===== config.mk =====
export PLATFORM = sky130hd
export DESIGN_NAME = crc_codec_engine_flat
export DESIGN_NICKNAME = d
export VERILOG_FILES = /design/src/rtl/crc_codec_engine_if.sv /design/src/rtl/crc_codec_engine.sv /design/src/flat_wrapper.sv
export SDC_FILE = /design/constraint.sdc
export NUM_CORES = 1
export LEC_CHECK = 0
export CORE_MARGIN = 2
export CORE_UTILIZATION = 60
export CTS_BUF_LIST = sky130_fd_sc_hd__clkbuf_16
export DETAILED_ROUTE_END_ITERATION = 16
export GPL_TIMING_DRIVEN = 0
export MAX_ROUTING_LAYER = met4
export PLACE_DENSITY = 0.78
export SLEW_MARGIN = 20
export SYNTH_ARGS = -nofsm -noshare
export SYNTH_HDL_FRONTEND = slang
export SYNTH_SLANG_ARGS = --single-unit

===== constraint.sdc =====
create_clock -name i_clk -period 13.65 [get_ports i_clk]
set_input_delay 1.365 -clock i_clk [delete_from_list [all_inputs] [get_ports i_clk]]
set_output_delay 1.365 -clock i_clk [all_outputs]
set_load 0.1 [all_outputs]

===== src/rtl/crc_codec_engine_if.sv =====
// ----------------------------------------------------------------------------
// crc_codec_engine_if
// Handshake/bus bundle between a frame source/sink and crc_codec_engine.
//   master : drives i_start, i_mode, i_msg_count, i_message_valid, i_message,
//            i_out_ready; observes the engine outputs.
//   slave  : the engine side (inputs above, drives every o_* signal).
// Signals:
//   i_start/i_mode/i_msg_count   frame start pulse, 0=generate 1=check, words
//   i_message_valid/i_message    message (or stored parity) word stream
//   o_message_ready              engine accepts i_message this cycle
//   i_out_ready                  downstream accepts the parity word
//   o_parity_valid/_out/_last    parity word stream, MS word first
//   o_done/o_error/o_busy        frame complete pulse, check mismatch, busy
// ----------------------------------------------------------------------------
interface crc_codec_engine_if #(
  parameter int DATA_WIDTH = 32,
  parameter int COUNT_BITS = 13
);
  logic                  i_start;
  logic                  i_mode;
  logic [COUNT_BITS-1:0] i_msg_count;
  logic                  i_message_valid;
  logic [DATA_WIDTH-1:0] i_message;
  logic                  o_message_ready;
  logic                  i_out_ready;
  logic                  o_parity_valid;
  logic [DATA_WIDTH-1:0] o_parity_out;
  logic                  o_parity_last;
  logic                  o_done;
  logic                  o_error;
  logic                  o_busy;

  modport master (
    output i_start, i_mode, i_msg_count, i_message_valid, i_message, i_out_ready,
    input  o_message_ready, o_parity_valid, o_parity_out, o_parity_last,
           o_done, o_error, o_busy
  );

  modport slave (
    input  i_start, i_mode, i_msg_count, i_message_valid, i_message, i_out_ready,
    output o_message_ready, o_parity_valid, o_parity_out, o_parity_last,
           o_done, o_error, o_busy
  );
endinterface


===== src/rtl/crc_codec_engine.sv =====
// ----------------------------------------------------------------------------
// crc_codec_engine
// Streaming CRC engine. Absorbs i_msg_count message words per frame (one word
// per cycle, MSB-first, non-reflected), then either emits the CRC as
// HASH_LENGTH/DATA_WIDTH parity words (generate) or consumes that many stored
// parity words and flags any mismatch (check).
// Ports:
//   i_clk    clock
//   i_RESET  asynchronous active-high reset (discards any frame in flight)
//   bus      crc_codec_engine_if.slave: start/mode/count, message stream,
//            parity stream, done/error/busy status
// Optional feature macro: CRC_CODEC_INIT_ONES_EN
//   defined   -> CRC starts at all-ones and every emitted/compared parity
//                slice is inverted (final XOR with all-ones)
//   undefined -> init 0, no final XOR
// All outputs are registered: they are computed from the next-state values.
// ----------------------------------------------------------------------------
module crc_codec_engine #(
  parameter int                     DATA_WIDTH  = 32,
  parameter int                     HASH_LENGTH = 64,
  parameter logic [HASH_LENGTH-1:0] POLY        = 64'h42F0E1EBA9EA3693,
  parameter int                     COUNT_BITS  = 13
) (
  input logic               i_clk,
  input logic               i_RESET,
  crc_codec_engine_if.slave bus
);

  localparam int OUTPUT_COUNT = HASH_LENGTH / DATA_WIDTH;
  localparam int IDX_BITS     = $clog2(OUTPUT_COUNT) + 1;
  localparam logic [IDX_BITS-1:0]   IDX_LAST = IDX_BITS'(OUTPUT_COUNT - 1);
  localparam logic [IDX_BITS-1:0]   IDX_ONE  = IDX_BITS'(1);
  localparam logic [COUNT_BITS-1:0] CNT_ONE  = COUNT_BITS'(1);

`ifdef CRC_CODEC_INIT_ONES_EN
  localparam logic [HASH_LENGTH-1:0] CRC_INIT = '1;
  localparam logic [DATA_WIDTH-1:0]  OUT_XOR  = '1;
`else
  localparam logic [HASH_LENGTH-1:0] CRC_INIT = '0;
  localparam logic [DATA_WIDTH-1:0]  OUT_XOR  = '0;
`endif

  typedef enum logic [2:0] {IDLE, ABSORB, GEN_OUT, CHECK, DONE} state_t;

  state_t                  state_q, state_d;
  logic [HASH_LENGTH-1:0]  crc_q, crc_d;
  logic [COUNT_BITS-1:0]   cnt_q, cnt_d;
  logic [COUNT_BITS-1:0]   count_q, count_d;
  logic [IDX_BITS-1:0]     idx_q, idx_d;
  logic                    mode_q, mode_d;
  logic                    err_q, err_d;
  logic                    ready_q, ready_d;
  logic                    pvalid_q, pvalid_d;
  logic [DATA_WIDTH-1:0]   pout_q, pout_d;
  logic                    plast_q, plast_d;
  logic                    done_q, done_d;
  logic                    busy_q, busy_d;

  logic                    msg_beat;
  logic                    out_beat;
  logic [DATA_WIDTH-1:0]   crc_slice;

  // Whole word folded into the CRC in one cycle, MSB first.
  function automatic logic [HASH_LENGTH-1:0] crc_step(
    input logic [HASH_LENGTH-1:0] crc_in,
    input logic [DATA_WIDTH-1:0]  word
  );
    logic [HASH_LENGTH-1:0] c;
    logic                   fb;
    c = crc_in;
    for (int b = DATA_WIDTH - 1; b >= 0; b--) begin
      fb = c[HASH_LENGTH-1] ^ word[b];
      c  = (c << 1) ^ (fb ? POLY : '0);
    end
    return c;
  endfunction

  assign msg_beat  = bus.i_message_valid && ready_q;
  assign out_beat  = pvalid_q && bus.i_out_ready;
  // Current top slice with the final XOR already applied.
  assign crc_slice = crc_q[HASH_LENGTH-1 -: DATA_WIDTH] ^ OUT_XOR;

  always_comb begin
    state_d = state_q;
    crc_d   = crc_q;
    cnt_d   = cnt_q;
    count_d = count_q;
    idx_d   = idx_q;
    mode_d  = mode_q;
    err_d   = err_q;

    case (state_q)
      IDLE: begin
        if (bus.i_start) begin
          mode_d  = bus.i_mode;
          count_d = bus.i_msg_count;
          crc_d   = CRC_INIT;
          cnt_d   = '0;
          idx_d   = '0;
          err_d   = 1'b0;
          if (bus.i_msg_count != '0) state_d = ABSORB;
          else                       state_d = bus.i_mode ? CHECK : GEN_OUT;
        end
      end
      ABSORB: begin
        if (msg_beat) begin
          crc_d = crc_step(crc_q, bus.i_message);
          cnt_d = cnt_q + CNT_ONE;
          if (cnt_q == count_q - CNT_ONE) state_d = mode_q ? CHECK : GEN_OUT;
        end
      end
      GEN_OUT: begin
        if (out_beat) begin
          crc_d = crc_q << DATA_WIDTH;
          idx_d = idx_q + IDX_ONE;
          if (idx_q == IDX_LAST) state_d = DONE;
        end
      end
      CHECK: begin
        if (msg_beat) begin
          if (bus.i_message != crc_slice) err_d = 1'b1;
          crc_d = crc_q << DATA_WIDTH;
          idx_d = idx_q + IDX_ONE;
          if (idx_q == IDX_LAST) state_d = DONE;
        end
      end
      DONE: begin
        state_d = IDLE;
      end
      default: begin
        state_d = IDLE;
      end
    endcase

    // Outputs follow the state being entered so they line up with state_q.
    ready_d  = (state_d == ABSORB) || (state_d == CHECK);
    pvalid_d = (state_d == GEN_OUT);
    pout_d   = (state_d == GEN_OUT) ? (crc_d[HASH_LENGTH-1 -: DATA_WIDTH] ^ OUT_XOR) : '0;
    plast_d  = (state_d == GEN_OUT) && (idx_d == IDX_LAST);
    done_d   = (state_d == DONE);
    busy_d   = (state_d != IDLE);
  end

  always_ff @(posedge i_clk or posedge i_RESET) begin
    if (i_RESET) begin
      state_q  <= IDLE;
      crc_q    <= '0;
      cnt_q    <= '0;
      count_q  <= '0;
      idx_q    <= '0;
      mode_q   <= 1'b0;
      err_q    <= 1'b0;
      ready_q  <= 1'b0;
      pvalid_q <= 1'b0;
      pout_q   <= '0;
      plast_q  <= 1'b0;
      done_q   <= 1'b0;
      busy_q   <= 1'b0;
    end else begin
      state_q  <= state_d;
      crc_q    <= crc_d;
      cnt_q    <= cnt_d;
      count_q  <= count_d;
      idx_q    <= idx_d;
      mode_q   <= mode_d;
      err_q    <= err_d;
      ready_q  <= ready_d;
      pvalid_q <= pvalid_d;
      pout_q   <= pout_d;
      plast_q  <= plast_d;
      done_q   <= done_d;
      busy_q   <= busy_d;
    end
  end

  assign bus.o_message_ready = ready_q;
  assign bus.o_parity_valid  = pvalid_q;
  assign bus.o_parity_out    = pout_q;
  assign bus.o_parity_last   = plast_q;
  assign bus.o_done          = done_q;
  assign bus.o_error         = err_q;
  assign bus.o_busy          = busy_q;

endmodule

===== src/flat_wrapper.sv =====
// flat-port wrapper written by rule: the top's interface ports become plain ports
module crc_codec_engine_flat 
#(
  parameter int                     DATA_WIDTH  = 32,
  parameter int                     HASH_LENGTH = 64,
  parameter logic [HASH_LENGTH-1:0] POLY        = 64'h42F0E1EBA9EA3693,
  parameter int                     COUNT_BITS  = 13
)
  (i_clk, i_RESET, bus_i_start, bus_i_mode, bus_i_msg_count, bus_i_message_valid, bus_i_message, bus_i_out_ready, bus_o_message_ready, bus_o_parity_valid, bus_o_parity_out, bus_o_parity_last, bus_o_done, bus_o_error, bus_o_busy);
  crc_codec_engine_if #(.DATA_WIDTH(DATA_WIDTH), .COUNT_BITS(COUNT_BITS)) bus_i ();
  input logic i_clk;
  input logic i_RESET;
  input wire logic [$bits(bus_i.i_start)-1:0] bus_i_start;
  input wire logic [$bits(bus_i.i_mode)-1:0] bus_i_mode;
  input wire logic [$bits(bus_i.i_msg_count)-1:0] bus_i_msg_count;
  input wire logic [$bits(bus_i.i_message_valid)-1:0] bus_i_message_valid;
  input wire logic [$bits(bus_i.i_message)-1:0] bus_i_message;
  input wire logic [$bits(bus_i.i_out_ready)-1:0] bus_i_out_ready;
  output wire logic [$bits(bus_i.o_message_ready)-1:0] bus_o_message_ready;
  output wire logic [$bits(bus_i.o_parity_valid)-1:0] bus_o_parity_valid;
  output wire logic [$bits(bus_i.o_parity_out)-1:0] bus_o_parity_out;
  output wire logic [$bits(bus_i.o_parity_last)-1:0] bus_o_parity_last;
  output wire logic [$bits(bus_i.o_done)-1:0] bus_o_done;
  output wire logic [$bits(bus_i.o_error)-1:0] bus_o_error;
  output wire logic [$bits(bus_i.o_busy)-1:0] bus_o_busy;
  assign bus_i.i_start = bus_i_start;
  assign bus_i.i_mode = bus_i_mode;
  assign bus_i.i_msg_count = bus_i_msg_count;
  assign bus_i.i_message_valid = bus_i_message_valid;
  assign bus_i.i_message = bus_i_message;
  assign bus_i.i_out_ready = bus_i_out_ready;
  assign bus_o_message_ready = bus_i.o_message_ready;
  assign bus_o_parity_valid = bus_i.o_parity_valid;
  assign bus_o_parity_out = bus_i.o_parity_out;
  assign bus_o_parity_last = bus_i.o_parity_last;
  assign bus_o_done = bus_i.o_done;
  assign bus_o_error = bus_i.o_error;
  assign bus_o_busy = bus_i.o_busy;
  crc_codec_engine #(.DATA_WIDTH(DATA_WIDTH), .HASH_LENGTH(HASH_LENGTH), .POLY(POLY), .COUNT_BITS(COUNT_BITS)) u_core (.i_clk(i_clk), .i_RESET(i_RESET), .bus(bus_i));
endmodule

==> impl_results.rst <==
.. list-table::
   :header-rows: 1

   * - Metric
     - Value
   * - Top routing layer used
     - met4
   * - Root buffer cell
     - sky130_fd_sc_hd__clkbuf_16
   * - Ranking of synthesized cells by instance count
     - 399 x sky130_fd_sc_hd__xnor2_1, 134 x sky130_fd_sc_hd__dfrtp_1, 102 x sky130_fd_sc_hd__nand2_1
   * - Summed negative setup slack over all endpoints
     - 0 ns
   * - Core footprint
     - 20100 µm²
   * - Mean instance size in the synthesized netlist
     - between 10 and 15 µm²
   * - Summed instance area of the synthesized netlist
     - 12200 µm²
   * - Register area share after synthesis
     - 0.275
   * - Max Cap Viol
     - 0
   * - Routed metal-1 wirelength
     - 16100 µm
   * - Total number of yosys warnings
     - 0
   * - # hold bufs at CTS
     - 0
   * - Main combinational cell family by area after synthesis
     - XOR/XNOR gates
   * - Global placer's final weighted congestion
     - 1.11
   * - DRT iter0 DRCs
     - 959
   * - Top area cells in the synthesized netlist
     - sky130_fd_sc_hd__xnor2_1 29%, sky130_fd_sc_hd__dfrtp_1 27%, sky130_fd_sc_hd__xnor3_1 11%, sky130_fd_sc_hd__xor2_1 6.1%, sky130_fd_sc_hd__nand2_1 3.1%
   * - Final hold violation count
     - 0
   * - Clock buffer count from CTS
     - 17
   * - Adder-cell share of the synthesized area
     - 0.00410
   * - Antenna violations before repair
     - 0
   * - Drt total wl
     - ~42000 µm
   * - Area overhead of the layout relative to synthesis
     - 15.3%
   * - Required time at the worst-slack endpoint
     - about 14 ns
   * - CTS clk-pin slew, worst paths
     - about 0.060 ns
   * - Number of clock sinks
     - roughly 130
   * - Simple-gate area share of the yosys netlist
     - 0.0862
   * - Arrival time of the worst setup path
     - roughly 7.9 ns
   * - Count of cells resized by post-cts repair
     - 0
   * - Fillers
     - roughly 1500
   * - Postcts setup bufs
     - 0
   * - Via count of the first global-routing pass
     - between 9000 and 10000
   * - Post-route setup slack
     - 6.01 ns
   * - Max-slew headroom at the worst pin
     - 0.219
   * - Xor and xnor area share after synthesis
     - 0.540
   * - H-tree levels
     - 4
   * - Detail Route Antenna Nets
     - 0
   * - Synth Register Bits
     - 134
   * - Critical Path Start Type
     - input port
   * - Crit path kind
     - in -> reg
   * - Final non-filler cell total
     - 1544
   * - Number of input and output port buffers inserted
     - 88
   * - Routed wirelength normalized by instance count
     - 27.2 µm
   * - Boundary pin count
     - 89
   * - Total via count in the routed design
     - about 9400
   * - Horizontal die dimension
     - 147 µm
   * - Slew @ Worst Pin
     - between 1 and 1.5 ns
   * - Most common cell in the netlist
     - sky130_fd_sc_hd__xnor2_1
   * - Clock tree from TritonCTS
     - done
   * - Async S/R FF share, synth
     - 1.00
   * - Cell taking the most area after synthesis
     - sky130_fd_sc_hd__xnor2_1
   * - Number of setup violations in the final report
     - 0
   * - Total length of routed met3 wires
     - 4250 µm
   * - Length of the first detailed-routing pass in iterations
     - 7
   * - Y dimension of the die
     - ~150 µm
   * - Multi-input gate area in the final layout
     - 8670 µm²
   * - Timing-limited maximum frequency
     - about 130 MHz
   * - Final period utilization
     - 0.559
   * - Number of unique standard cell types used by synthesis
     - between 50 and 60
   * - Later-pin clock latency in the skew report
     - 0.43 ns
   * - Critical path capture point type
     - flip-flop
   * - Core Rows
     - 52
   * - Area used by sequential logic in the layout
     - 3350 µm²
   * - Met2 routed wirelength
     - 19300 µm
   * - Post-layout minimum cycle time
     - between 7 and 8 ns
   * - First-pass GRT wire length
     - about 61000 µm
   * - Syn_nets
     - between 1000 and 1500
   * - Initial Util
     - 0.607
   * - Post-synth EDFFs
     - 0
   * - Total Routing Usage GR
     - 0.410
   * - Clock Skew
     - 0.0137 ns
   * - Maximum number of pins on one net before global-route repair
     - around 100
   * - Clock buffer depth
     - 2
   * - Biggest fanout along the worst timing path
     - 8
   * - Final HPWL DP
     - 32800 µm
   * - HP Class
     - reg -> reg
   * - Pins Over Slew Limit
     - 0
   * - DIE AREA
     - 21500 µm²
   * - Fraction of the mapped netlist area in compound gates
     - 0.0759
   * - Via density per instance
     - between 6 and 7
   * - Outcome
     - finished clean
   * - Cell Count Post-Placement
     - about 1500
   * - Area share of the leading cell type in the synthesized netlist
     - 0.286
   * - Mux cell area share after synthesis
     - 0.00246
   * - Setup repair after global routing missed its margin
     - no
   * - Dominant synthesized flop cell
     - sky130_fd_sc_hd__dfrtp_1
   * - Detailed-route DRC error count
     - 0
   * - Layout cells sized above 1
     - 0.0706
   * - Antenna diode count
     - 0
   * - Nets
     - around 1300
   * - Worst slack after detailed placement
     - 5.78 ns
   * - Global route overflow
     - 0
   * - Number of cells produced by synthesis
     - about 1200
registers in the layout (all words and copies together) (netlist names), 2 cells and up:
name,count
u_core.bus.o_parity_out,32
u_core.cnt_q,13
u_core.count_q,13
u_core.crc_q,64
u_core.idx_q,2
u_core.state_q,3
metal layers:
| layer | up-vias | GRT usage |
|---|---|---|
| met5 | - | - |
| met4 | 0 | 0.200 |
| met3 | 121 | 0.0759 |
| met2 | 614 | 0.620 |
| met1 | 4582 | 0.533 |
| li1 | 4068 | - |
cell families after synthesis:
group,count (synthesis)
compound gates,152
xor+xnor,590
fa+ha+maj,4
buf+inv,48
flops,134
mux,3
simple gates,222
layout make-up:
| cell class | count | area share |
|---|---|---|
| clock inverter | 15 | 0.0118 |
| inverter | 12 | 0.00391 |
| tap | 270 | 0.0240 |
| timing repair buffer | 89 | 0.0646 |
| sequential | 134 | 0.238 |
| clock buffer | 17 | 0.0302 |
| multi-input combinational | 971 | 0.616 |
| buffer | 36 | 0.0109 |
worst paths after layout:
check,startpoint,end,slack [ns],depth (start not counted)
min,u_core.bus.o_error$_DFFE_PP0P_,u_core.bus.o_error$_DFFE_PP0P_,0.49,1
max,bus_i_message[28],u_core.bus.o_parity_out[0]$_DFF_PP0_,6.01,14
min reg2reg,u_core.bus.o_error$_DFFE_PP0P_,u_core.bus.o_error$_DFFE_PP0P_,0.49,1
max reg2reg,u_core.crc_q[60]$_DFF_PP0_,u_core.bus.o_parity_out[0]$_DFF_PP0_,6.99,13
min in group asynchronous,i_RESET,u_core.crc_q[46]$_DFF_PP0_,1.32,2
max in group asynchronous,i_RESET,u_core.bus.o_parity_out[22]$_DFF_PP0_,11.54,3
placed cells by master, fill, tap and decap left out, types with 10 or more instances in the layout:
| cell type | synthesis | layout |
|---|---|---|
| sky130_fd_sc_hd__xnor2_1 | 399 | 397 |
| sky130_fd_sc_hd__dfrtp_1 | 134 | 134 |
| sky130_fd_sc_hd__nand2_1 | 102 | 102 |
| sky130_fd_sc_hd__clkdlybuf4s50_1 | 0 | 88 |
| sky130_fd_sc_hd__xor2_1 | 85 | 84 |
| sky130_fd_sc_hd__o21ai_0 | 66 | 66 |
| sky130_fd_sc_hd__xnor3_1 | 57 | 57 |
| sky130_fd_sc_hd__nor2_1 | 32 | 32 |
| sky130_fd_sc_hd__clkbuf_1 | 30 | 30 |
| sky130_fd_sc_hd__nor2b_1 | 24 | 24 |
| sky130_fd_sc_hd__a21oi_1 | 21 | 21 |
| sky130_fd_sc_hd__a22oi_1 | 19 | 19 |
| sky130_fd_sc_hd__clkbuf_16 | 0 | 17 |
| sky130_fd_sc_hd__xnor2_2 | 11 | 13 |
| sky130_fd_sc_hd__nand3_1 | 12 | 12 |
| sky130_fd_sc_hd__nand4_1 | 12 | 12 |
| sky130_fd_sc_hd__xnor2_4 | 11 | 11 |
| sky130_fd_sc_hd__inv_1 | 11 | 11 |
| sky130_fd_sc_hd__xor2_2 | 9 | 10 |
| sky130_fd_sc_hd__xnor3_2 | 10 | 10 |
critical path, cell delays in order:
cell and delay (ns):
sky130_fd_sc_hd__clkdlybuf4s50_1 0.50, sky130_fd_sc_hd__xnor2_2 0.80, sky130_fd_sc_hd__xnor3_2 0.52, sky130_fd_sc_hd__xnor2_1 0.35, sky130_fd_sc_hd__xor2_1 0.86, sky130_fd_sc_hd__xnor3_1 0.55
sky130_fd_sc_hd__buf_4 0.23, sky130_fd_sc_hd__xnor3_2 0.56, sky130_fd_sc_hd__xnor2_4 0.44, sky130_fd_sc_hd__xnor3_1 0.58, sky130_fd_sc_hd__xnor3_1 0.49, sky130_fd_sc_hd__a211oi_1 0.31
sky130_fd_sc_hd__o2bb2ai_1 0.17, sky130_fd_sc_hd__nor2b_1 0.17
stage by stage:
| step | util | hold slack [ns] | cell area (µm²) |
|---|---|---|---|
| 6_report | 0.700 | 0.487 | 14100 |
| 5_1_grt | 0.700 | 0.512 | 14100 |
| 4_1_cts | 0.700 | 0.485 | 14100 |
| 3_5_place_dp | 0.670 | 0.470 | 13500 |
| 3_3_place_gp | 0.667 | 0.468 | 13400 |
| 2_1_floorplan | - | 0.447 | 12200 |
Power is not shown: default switching activity piles up to over one toggle a cycle in this logic, so the estimate is an artifact.
